**src/rtl/load_store_unit.sv**
```systemverilog
// Load/store unit between a CPU request port and a single-ported word memory.
// Sub-word stores use read-modify-write; bad size, misalignment or out-of-range addresses fault.
//
//   state | meaning
//   IDLE  | req_ready high, waiting for a request
//   READ  | mem_memr cycle, memory word sampled at end of cycle
//   WRITE | mem_memw cycle with merged or full store word
//   RESP  | one-cycle rsp_valid pulse
module load_store_unit #(
    parameter logic [31:0] DMEM_BASE_ADDR = 32'h1000,
    parameter int          DMEM_WORDS     = 1024
) (
    input  logic        clk,
    input  logic        reset,
    input  logic        req_valid,
    output logic        req_ready,
    input  logic        req_we,
    input  logic [1:0]  req_size,
    input  logic        req_unsigned,
    input  logic [31:0] req_addr,
    input  logic [31:0] req_wdata,
    output logic        rsp_valid,
    output logic [31:0] rsp_rdata,
    output logic        rsp_fault,
    output logic [31:0] mem_addr,
    output logic [31:0] mem_wdata,
    output logic        mem_memr,
    output logic        mem_memw,
    input  logic [31:0] mem_rdata
);

    typedef enum logic [1:0] {IDLE, READ, WRITE, RESP} state_t;

    // 33-bit bounds so the end of a memory placed at the top of the map cannot wrap
    localparam logic [32:0] DMEM_LO = {1'b0, DMEM_BASE_ADDR};
    localparam logic [32:0] DMEM_HI = DMEM_LO + (33'(DMEM_WORDS) * 33'd4);

    state_t      state;
    logic        cap_we;
    logic [1:0]  cap_size;
    logic        cap_unsigned;
    logic [31:0] cap_addr;
    logic [31:0] cap_wdata;

    logic        req_fault;
    logic [7:0]  lane_b;
    logic [15:0] lane_h;
    logic [31:0] load_data;
    logic [31:0] merge_data;

    always_comb begin
        req_fault = (req_size == 2'b11)
                  | ((req_size == 2'b01) & req_addr[0])
                  | ((req_size == 2'b10) & (req_addr[1:0] != 2'b00))
                  | ({1'b0, req_addr} < DMEM_LO)
                  | ({1'b0, req_addr} >= DMEM_HI);
    end

    always_comb begin
        case (cap_addr[1:0])
            2'd0:    lane_b = mem_rdata[7:0];
            2'd1:    lane_b = mem_rdata[15:8];
            2'd2:    lane_b = mem_rdata[23:16];
            default: lane_b = mem_rdata[31:24];
        endcase
        lane_h = cap_addr[1] ? mem_rdata[31:16] : mem_rdata[15:0];
        case (cap_size)
            2'b00:   load_data = {{24{~cap_unsigned & lane_b[7]}}, lane_b};
            2'b01:   load_data = {{16{~cap_unsigned & lane_h[15]}}, lane_h};
            default: load_data = mem_rdata;
        endcase
    end

    always_comb begin
        merge_data = mem_rdata;
        if (cap_size == 2'b00) begin
            case (cap_addr[1:0])
                2'd0:    merge_data[7:0]   = cap_wdata[7:0];
                2'd1:    merge_data[15:8]  = cap_wdata[7:0];
                2'd2:    merge_data[23:16] = cap_wdata[7:0];
                default: merge_data[31:24] = cap_wdata[7:0];
            endcase
        end else if (cap_addr[1]) begin
            merge_data[31:16] = cap_wdata[15:0];
        end else begin
            merge_data[15:0] = cap_wdata[15:0];
        end
    end

    // Outputs are registered alongside the state, so each one is set on entry to its state
    always_ff @(posedge clk) begin
        if (reset) begin
            state        <= IDLE;
            cap_we       <= 1'b0;
            cap_size     <= 2'b00;
            cap_unsigned <= 1'b0;
            cap_addr     <= 32'd0;
            cap_wdata    <= 32'd0;
            req_ready    <= 1'b1;
            rsp_valid    <= 1'b0;
            rsp_rdata    <= 32'd0;
            rsp_fault    <= 1'b0;
            mem_addr     <= 32'd0;
            mem_wdata    <= 32'd0;
            mem_memr     <= 1'b0;
            mem_memw     <= 1'b0;
        end else begin
            rsp_valid <= 1'b0;
            mem_memr  <= 1'b0;
            mem_memw  <= 1'b0;
            mem_addr  <= 32'd0;
            mem_wdata <= 32'd0;
            case (state)
                IDLE: begin
                    if (req_valid) begin
                        cap_we       <= req_we;
                        cap_size     <= req_size;
                        cap_unsigned <= req_unsigned;
                        cap_addr     <= req_addr;
                        cap_wdata    <= req_wdata;
                        req_ready    <= 1'b0;
                        if (req_fault) begin
                            state     <= RESP;
                            rsp_valid <= 1'b1;
                            rsp_rdata <= 32'd0;
                            rsp_fault <= 1'b1;
                        end else if (!req_we || (req_size != 2'b10)) begin
                            state    <= READ;
                            mem_memr <= 1'b1;
                            mem_addr <= {req_addr[31:2], 2'b00};
                        end else begin
                            state     <= WRITE;
                            mem_memw  <= 1'b1;
                            mem_addr  <= {req_addr[31:2], 2'b00};
                            mem_wdata <= req_wdata;
                        end
                    end
                end
                READ: begin
                    if (!cap_we) begin
                        state     <= RESP;
                        rsp_valid <= 1'b1;
                        rsp_rdata <= load_data;
                        rsp_fault <= 1'b0;
                    end else begin
                        state     <= WRITE;
                        mem_memw  <= 1'b1;
                        mem_addr  <= {cap_addr[31:2], 2'b00};
                        mem_wdata <= merge_data;
                    end
                end
                WRITE: begin
                    state     <= RESP;
                    rsp_valid <= 1'b1;
                    rsp_rdata <= 32'd0;
                    rsp_fault <= 1'b0;
                end
                default: begin
                    state     <= IDLE;
                    req_ready <= 1'b1;
                end
            endcase
        end
    end

endmodule

```
**config.mk**
```make
export PLATFORM = sky130hd
export DESIGN_NAME = load_store_unit
export DESIGN_NICKNAME = d
export VERILOG_FILES = /design/src/rtl/load_store_unit.sv
export SDC_FILE = /design/constraint.sdc
export NUM_CORES = 1
export LEC_CHECK = 0
export ABC_AREA = 1
export CAP_MARGIN = 20
export CORE_ASPECT_RATIO = 0.8
export CORE_MARGIN = 5
export CORE_UTILIZATION = 31
export CTS_BUF_LIST = sky130_fd_sc_hd__clkbuf_16
export DETAILED_ROUTE_END_ITERATION = 6
export PLACE_DENSITY = 0.62
export SYNTH_ARGS = -nofsm -noshare
export SYNTH_HDL_FRONTEND = slang
export SYNTH_SLANG_ARGS = --single-unit
```
**constraint.sdc**
```tcl
create_clock -name clk -period 3 [get_ports clk]
set_input_delay 0.6 -clock clk [delete_from_list [all_inputs] [get_ports clk]]
set_output_delay 0.6 -clock clk [all_outputs]
set_load 0.02 [all_outputs]
```
==> flow_summary_export.csv, run 1 <==
group,metric,value,unit
run_status,status,"complete, no violations",
sta,worstMarginPinSlew,817.3,ps
sta,setup_repair_after_global_routing_missed_its_margin,"no",
setup_path,critical_path.max_fanout,53,
job,cap_violations,0,
global_route,gr-usage-all-layers,18.81,%
setup_path,path_class,"reg -> reg",
setup_path,cp.buffers_inverters,3,
clock_tree,clock_tree.root_cell,"sky130_fd_sc_hd__clkbuf_16",
place,post-place-ws,316.9,ps
setup_path,cp_top_family,"buffers and inverters",
setup_path,rrSetupSlack,490,ps
global_route,antenna_found_initial,2,
sta,timing.fmax,0.3982,GHz
pwr,cellPowerDensity,817.7,nW/um^2
global_route,grt.busiest_layer,"met2",
cells_and_area,design.final.nets,1341,
routing,vias_per_cell,4.899,
synthesis,ys_types,33,
synthesis,synthesis.area,7274,um^2
synthesis,synthesized_area_divided_by_synthesized_cell_count,6.773,um^2
floorplan,initial_util,31.26,%
global_route,global_route.usage.met1,24.99,%
synthesis,cells_after_synth,1074,
setup_path,required,3330,ps
setup_path,worst_setup_path_endpoint,"rsp_rdata[21]",
global_route,total_congestion_overflow,0,
sta,timing_hold_violations_final,0,
floorplan,floorplan_row_count,50,
cells_and_area,synthToLayoutAreaGrowth,38.18,%
global_route,grt_pass1_vias,7219,
place,gpl.final_weighted_congestion,0.9578,
sta,period_minus_slack,2511,ps
pwr,total_leakage_power,3.937,nW
clock_tree,clk_pin_slew,70,ps
routing,drtIter0Drc,684,
routing,routed_wl,25780,um
routing,ant_nets,0,
floorplan,die_y,147.0,um
routing,drt_drc_violations_left,0,
clock_tree,cts_hold_repair.buffers,0,
sta,timing.final.max_slew_violations,0,
floorplan,floorplan.core_area,23270,um^2
routing,vias,7638,
routing,average_detailed_routed_wire_length_per_instance,16.53,um
clock_tree,post_cts_resize_count,0,
sta,final.setup_skew,11.23,ps
sta,setup_viol,0,
sta,final_min_period_over_clock_period,83.71,%
clock_tree,cts_setup_buffers,0,
synthesis,synth-warning-count,0,
clock_tree,cts.path.max_buffers,2,
setup_path,slowest_stage,"sky130_fd_sc_hd__inv_2",
cells_and_area,diodes_inserted,0,
setup_path,instance_count_on_the_critical_path,10,
setup_path,arrival,2840,ps
sta,finalSetupTns,0,ps
pwr,ir_drop,0.5550,mV
clock_tree,cts-buffers-inserted,17,
cells_and_area,final_layout_size_suffix_gt1_share,5.533,%
setup_path,end_kind,"flip-flop",
setup_path,timing.critical_path.from,"state[1]",
setup_path,worstReg2RegEnd,"rsp_rdata[21]",
setup_path,cp_common_cell,"sky130_fd_sc_hd__nand2_1",
setup_path,path_depth_of_the_worst_reg2reg_path,10,
setup_path,timing.critical_path.from_type,"flip-flop",
global_route,global_route_wire_length_before_repair,39940,um
setup_path,cp_slowest_stage_delay,580,ps
floorplan,die-width,181.3,um
clock_tree,tritoncts,"built",
global_route,use_met3,6.931,%
clock_tree,clock-sinks,153,
global_route,maximum_number_of_pins_on_one_net_before_global_route_repair,63,
synthesis,yosysSeqAreaShare,42.11,%
setup_path,crit_chain,"inv_1, ha_1, nand2_1, inv_2, nor3_1, nand2_2, inv_2, nand2_1, nand2_1, nor2_1",
place,port_buffers,201,
routing,firstDrtPassIters,5,
clock_tree,cts-htree-levels,4,
synthesis,ys_seq_elements,153,
sta,finalWorstSetupSlack,488.8,ps
floorplan,boundaryPins,204,
clock_tree,clk-insertion-delay-late,440,ps
global_route,met2_track_usage_gr,29.49,%
sta,maxSlewHeadroom,45.45,%
setup_path,critical_path.reg2reg.startpoint,"state[1]",
place,detailed_place_hpwl,18810,um
worst_hold_path,worst_hold_path_type,"reg -> reg",
floorplan,die_area,26650,um^2
## tightest hold or removal path, cell delays in order (launching register included)
cell and delay [ps]:
sky130_fd_sc_hd__dfxtp_1 310, sky130_fd_sc_hd__nand2_1 60, sky130_fd_sc_hd__nor2_1 30
## kinds of logic after synthesis
group	after synthesis	share of synthesized area (%)
other cells	1	0.05155
compound gates	311	22.96
buf+inv	166	9.425
flops	153	42.11
simple gates	439	24.77
fa+ha+maj	4	0.6880
## final cells by class
type	count	area (um^2)
Tap cell	312	390.4
Clock buffer	17	425.4
Timing Repair Buffer	219	2157
Sequential cell	153	3063
Inverter	87	326.6
Clock inverter	15	157.7
Multi-Input combinational cell	756	3532
Fill cell	2430	13220
## metrics by stage
step / area (um^2) / power (mW) / hold WS (ps) / instances / utilization (%)
final: 10050 / 8.220 / 426.4 / 1559 / 43.19
after global routing: 10050 / 8.840 / 453.8 / 1559 / 43.19
after CTS: 10050 / 8.257 / 430.3 / 1559 / 43.19
after detailed placement: 9469 / 6.081 / 427.1 / 1527 / 40.69
after global placement: 9469 / 6.033 / 423.7 / 1527 / 40.69
after floorplan: 7278 / 5.038 / 415.9 / 1075 / -
## placed cells by master, fill, tap and decap left out, types with 3 or more instances in the layout
master                            count
sky130_fd_sc_hd__inv_8                4
sky130_fd_sc_hd__dfxtp_1            153
sky130_fd_sc_hd__o21ai_0            108
sky130_fd_sc_hd__inv_2                6
sky130_fd_sc_hd__a211oi_1            16
sky130_fd_sc_hd__nand3_1             27
sky130_fd_sc_hd__o21ai_1              9
sky130_fd_sc_hd__clkbuf_16           17
sky130_fd_sc_hd__inv_6                4
sky130_fd_sc_hd__nor3_1               3
sky130_fd_sc_hd__nor2_1             146
sky130_fd_sc_hd__nand4_1             18
sky130_fd_sc_hd__inv_1               80
sky130_fd_sc_hd__ha_1                 4
sky130_fd_sc_hd__nand2_2              3
sky130_fd_sc_hd__nand2_1            231
sky130_fd_sc_hd__a21oi_1            150
sky130_fd_sc_hd__o22ai_1              7
sky130_fd_sc_hd__o221ai_1             8
sky130_fd_sc_hd__o211ai_1            10
sky130_fd_sc_hd__buf_4               18
sky130_fd_sc_hd__clkdlybuf4s50_1    200
## cell usage after synthesis
cell type | count | share of area, %
sky130_fd_sc_hd__nand2_2 | 2 | 0.17
sky130_fd_sc_hd__nand3_1 | 27 | 1.9
sky130_fd_sc_hd__dfxtp_1 | 153 | 42
sky130_fd_sc_hd__nand2_4 | 1 | 0.15
sky130_fd_sc_hd__ha_1 | 4 | 0.69
sky130_fd_sc_hd__buf_6 | 2 | 0.31
sky130_fd_sc_hd__o221ai_1 | 8 | 0.96
sky130_fd_sc_hd__nor2_1 | 146 | 7.5
sky130_fd_sc_hd__inv_1 | 80 | 4.1
sky130_fd_sc_hd__nor3_1 | 3 | 0.21
sky130_fd_sc_hd__nor2_4 | 2 | 0.31
sky130_fd_sc_hd__nand3_2 | 2 | 0.28
sky130_fd_sc_hd__nand3b_1 | 1 | 0.10
sky130_fd_sc_hd__nor2_2 | 2 | 0.17
sky130_fd_sc_hd__nand2_1 | 232 | 12
sky130_fd_sc_hd__nand4_4 | 1 | 0.29
sky130_fd_sc_hd__o21ai_1 | 9 | 0.62
sky130_fd_sc_hd__clkinv_1 | 1 | 0.052
sky130_fd_sc_hd__o21a_1 | 1 | 0.10
sky130_fd_sc_hd__nand4_1 | 18 | 1.5
sky130_fd_sc_hd__buf_1 | 5 | 0.26
sky130_fd_sc_hd__o21ai_0 | 108 | 7.4
sky130_fd_sc_hd__o22ai_1 | 7 | 0.60
sky130_fd_sc_hd__clkbuf_1 | 48 | 2.5
sky130_fd_sc_hd__and2_1 | 2 | 0.17
sky130_fd_sc_hd__conb_1 | 1 | 0.052
sky130_fd_sc_hd__a21oi_1 | 150 | 10
sky130_fd_sc_hd__inv_2 | 6 | 0.31
sky130_fd_sc_hd__a211oi_1 | 16 | 1.7
sky130_fd_sc_hd__buf_4 | 7 | 0.72
sky130_fd_sc_hd__buf_2 | 17 | 1.2
sky130_fd_sc_hd__o211ai_1 | 10 | 1.0
sky130_fd_sc_hd__o21ai_2 | 2 | 0.24
## registers in the layout (all words and copies together) (netlist names)
signal        count
rsp_valid         1
cap_we            1
mem_wdata        32
cap_addr         32
cap_size          2
req_ready         1
cap_wdata        16
mem_addr         30
state             2
rsp_rdata        32
cap_unsigned      1
mem_memr          1
rsp_fault         1
mem_memw          1
## worst min path at each step
stage | from | cells after the start | end
2_1_floorplan | cap_addr[31] | 2 | mem_addr[31]
3_3_place_gp | cap_addr[21] | 2 | mem_addr[21]
3_5_place_dp | cap_addr[13] | 2 | mem_addr[13]
4_1_cts | cap_addr[27] | 2 | mem_addr[27]
5_1_grt | cap_addr[19] | 2 | mem_addr[19]
6_report | cap_addr[27] | 2 | mem_addr[27]
## power by group
group          internal [mW]  switching, mW  leakage (nW)  total [mW]
clock                   1.18          0.981         0.290        2.16
combinational           1.21           2.26          2.40        3.48
sequential              2.39          0.200          1.25        2.58
total                   4.78           3.44          3.94        8.22
## per-layer routing
| metal | routed length, um | vias up |
|---|---|---|
| met4 | 330 | 4 |
| li1 | - | 3847 |
| met5 | 21 | - |
| met3 | 2473 | 33 |
| met1 | 11460 | 3475 |
| met2 | 11490 | 279 |
(Power assumes the default switching activity.)
==> run 2: changes to the inputs <==
--- a/config.mk
+++ b/config.mk
@@ -12,7 +12,7 @@
 export CORE_UTILIZATION = 31
 export CTS_BUF_LIST = sky130_fd_sc_hd__clkbuf_16
 export DETAILED_ROUTE_END_ITERATION = 6
-export PLACE_DENSITY = 0.62
+export PLACE_DENSITY = 0.64
 export SYNTH_ARGS = -nofsm -noshare
 export SYNTH_HDL_FRONTEND = slang
 export SYNTH_SLANG_ARGS = --single-unit
==> constraint.sdc (replaced) <==
create_clock -name clk -period 2.2 [get_ports clk]
set_input_delay 0.44 -clock clk [delete_from_list [all_inputs] [get_ports clk]]
set_output_delay 0.44 -clock clk [all_outputs]
set_load 0.02 [all_outputs]
==> run 2 against run 1 <==
Clock power is 42% higher. Fmax is 25% higher. Setup slack got worse by 300 ps. Critical path type unchanged.
==> flow_summary_export.csv, run 2 (same netlist as run 1, synthesis figures left out) <==
group,metric,value,unit
floorplan,floorplan.core_area,23270,um^2
routing,routed_wl,25860,um
global_route,maximum_number_of_pins_on_one_net_before_global_route_repair,107,
cells_and_area,design.final.nets,1359,
pwr,cellPowerDensity,1131,nW/um^2
pwr,net-switching-power,4.876,mW
routing,vias_per_cell,4.868,
global_route,total_congestion_overflow,0,
sta,maxSlewHeadroom,61.98,%
setup_path,cp_common_cell,"sky130_fd_sc_hd__nand2_1",
sta,finalSetupTns,0,ps
clock_tree,cts_setup_buffers,0,
setup_path,critical_path.max_fanout,17,
sta,timing.fmax,0.4965,GHz
global_route,antenna_found_initial,1,
cells_and_area,final_std_cell_area_no_fill,10330,um^2
cells_and_area,final_layout_size_suffix_gt1_share,6.957,%
routing,drt_drc_violations_left,0,
setup_path,arrival,2380,ps
sta,final_min_period_over_clock_period,91.55,%
routing,ant_nets,0,
pwr,total_leakage_power,4.063,nW
setup_path,crit_chain,"inv_1, nand2_1, o22ai_1, nand2_1, a21oi_1, nand2_1, a21oi_1",
clock_tree,tritoncts,"built",
floorplan,die_y,147.0,um
sta,final.setup_skew,15.10,ps
setup_path,end_kind,"flip-flop",
sta,period_minus_slack,2014,ps
sta,hold_ws,432.0,ps
floorplan,initial_util,31.26,%
sta,setup_viol,0,
sta,finalWorstSetupSlack,186.0,ps
setup_path,cp_top_family,"compound AO/OA/AOI/OAI gates",
worst_hold_path,worst_hold_path_type,"reg -> reg",
cells_and_area,most-common-layout-cells,"231 x sky130_fd_sc_hd__nand2_1, 200 x sky130_fd_sc_hd__clkdlybuf4s50_1, 153 x sky130_fd_sc_hd__dfxtp_1, 150 x sky130_fd_sc_hd__a21oi_1, 146 x sky130_fd_sc_hd__nor2_1",
setup_path,timing.critical_path.from_type,"flip-flop",
sta,setup_repair_after_global_routing_missed_its_margin,"no",
setup_path,critical_path.reg2reg.startpoint,"cap_size[1]",
setup_path,slowest_stage,"sky130_fd_sc_hd__inv_1",
setup_path,instance_count_on_the_critical_path,7,
cells_and_area,fillerInstances,2399,
routing,drtIter0Drc,892,
job,cap_violations,0,
setup_path,path_class,"reg -> reg",
place,detailed_place.area,9704,um^2
cells_and_area,layout_commonest_cell,"sky130_fd_sc_hd__nand2_1",
setup_path,timing.critical_path.from,"cap_size[1]",
floorplan,die_area,26650,um^2
floorplan,boundaryPins,204,
pwr,sw_frac_of_total,41.72,%
clock_tree,cts_hold_repair.buffers,0,
routing,firstDrtPassIters,5,
sta,worstMarginPinSlew,569.7,ps
cells_and_area,synthToLayoutAreaGrowth,42.00,%
setup_path,cp_slowest_stage_delay,440,ps
place,port_buffers,201,
place,gpl.final_weighted_congestion,0.9063,
run_status,status,"complete, no violations",
pwr,total_power,11.69,mW
setup_path,required,2560,ps
sta,timing.final.max_slew_violations,0,
sta,timing_hold_violations_final,0,
clock_tree,clk_pin_slew,80,ps
floorplan,die-width,181.3,um
pwr,part_of_the_total_power_dissipated_in_combinational_logic,43.7,%
global_route,grt_pass1_vias,7162,
clock_tree,cts.path.max_buffers,2,
pwr,share_clk_of_total_power,26.2,%
setup_path,path_depth_of_the_worst_reg2reg_path,7,
clock_tree,clock_tree.root_cell,"sky130_fd_sc_hd__clkbuf_16",
clock_tree,cts-htree-levels,4,
setup_path,cp.buffers_inverters,1,
clock_tree,clk-insertion-delay-late,440,ps
floorplan,floorplan_row_count,50,
cells_and_area,biggestRegsByFlops,"cap_addr x32, mem_wdata x32, rsp_rdata x32",
global_route,global_route_wire_length_before_repair,40130,um
place,detailed_place_hpwl,18960,um
clock_tree,post_cts_resize_count,0,
worst_hold_path,worst_hold_path.num_cells,2,
clock_tree,clock-sinks,153,
pwr,ir_drop,0.5413,mV
pwr,power.sequential.fraction,30.1,%
worst_hold_path,worstHoldStart,"cap_addr[31]",
pwr,cellInternalPower,6.811,mW
place,post-place-ws,-104.4,ps
routing,vias,7682,
global_route,gr-usage-all-layers,18.92,%
routing,average_detailed_routed_wire_length_per_instance,16.39,um
clock_tree,cts-buffers-inserted,17,
## run 2: changes by cell type in the layout (fill, tap and decap cells not counted)
cell                         before  now
sky130_fd_sc_hd__buf_12           1    9
sky130_fd_sc_hd__inv_6            4    3
sky130_fd_sc_hd__clkinv_8         1    5
sky130_fd_sc_hd__clkinv_2         2    0
sky130_fd_sc_hd__clkinv_4         2    0
sky130_fd_sc_hd__clkinv_1         2    1
sky130_fd_sc_hd__buf_4           18   28
sky130_fd_sc_hd__diode_2          0    1
sky130_fd_sc_hd__clkinvlp_4       0    2
## run 2: routing by layer
| layer | share of wire [%] | GRT usage [%] | vias to the layer above |
|---|---|---|---|
| met5 | 0.050 | 0 | - |
| met4 | 1.3 | 4.314 | 2 |
| met3 | 8.6 | 5.470 | 34 |
| met2 | 45 | 29.96 | 295 |
| met1 | 45 | 25.70 | 3462 |
| li1 | - | - | 3889 |
## run 2: metrics by stage
| step | utilization [%] | instances |
|---|---|---|
| after global placement | 41.70 | 1545 |
| final | 44.39 | 1578 |
| after floorplan | - | 1075 |
| after global routing | 44.38 | 1577 |
| after detailed placement | 41.70 | 1545 |
| after CTS | 44.38 | 1577 |
## run 2: cell type report
cell class	instances	area [um^2]	share of cell area, %
multi-input combinational	756	3532	34.19
inverter	87	326.6	3.161
clock inverter	15	197.7	1.914
sequential	153	3063	29.65
clock buffer	17	425.4	4.118
antenna	1	2.502	0.02422
tap	312	390.4	3.779
timing repair buffer	237	2392	23.16
## run 2: worst paths after layout
kind / slack (ps) / endpoint
setup / recovery: 190 / rsp_rdata[6]
hold / removal: 430 / mem_addr[31]
setup reg to reg: 190 / rsp_rdata[6]
hold reg to reg: 430 / mem_addr[31]
## run 2: power groups by stage
stage / registers (mW) / clock network, mW / logic (mW)
2_1_floorplan: 3.77 / 0 / 3.10
3_3_place_gp: 3.57 / 0 / 4.99
3_5_place_dp: 3.58 / 0 / 5.07
4_1_cts: 3.52 / 3.14 / 5.08
5_1_grt: 3.58 / 3.26 / 5.72
6_report: 3.52 / 3.07 / 5.11
## run 2: tightest hold or removal path, delay by kind of cell (launching register included)
family | cells | cell delay [ps]
flip-flops | 1 | 320
AND/OR/NAND/NOR | 2 | 90
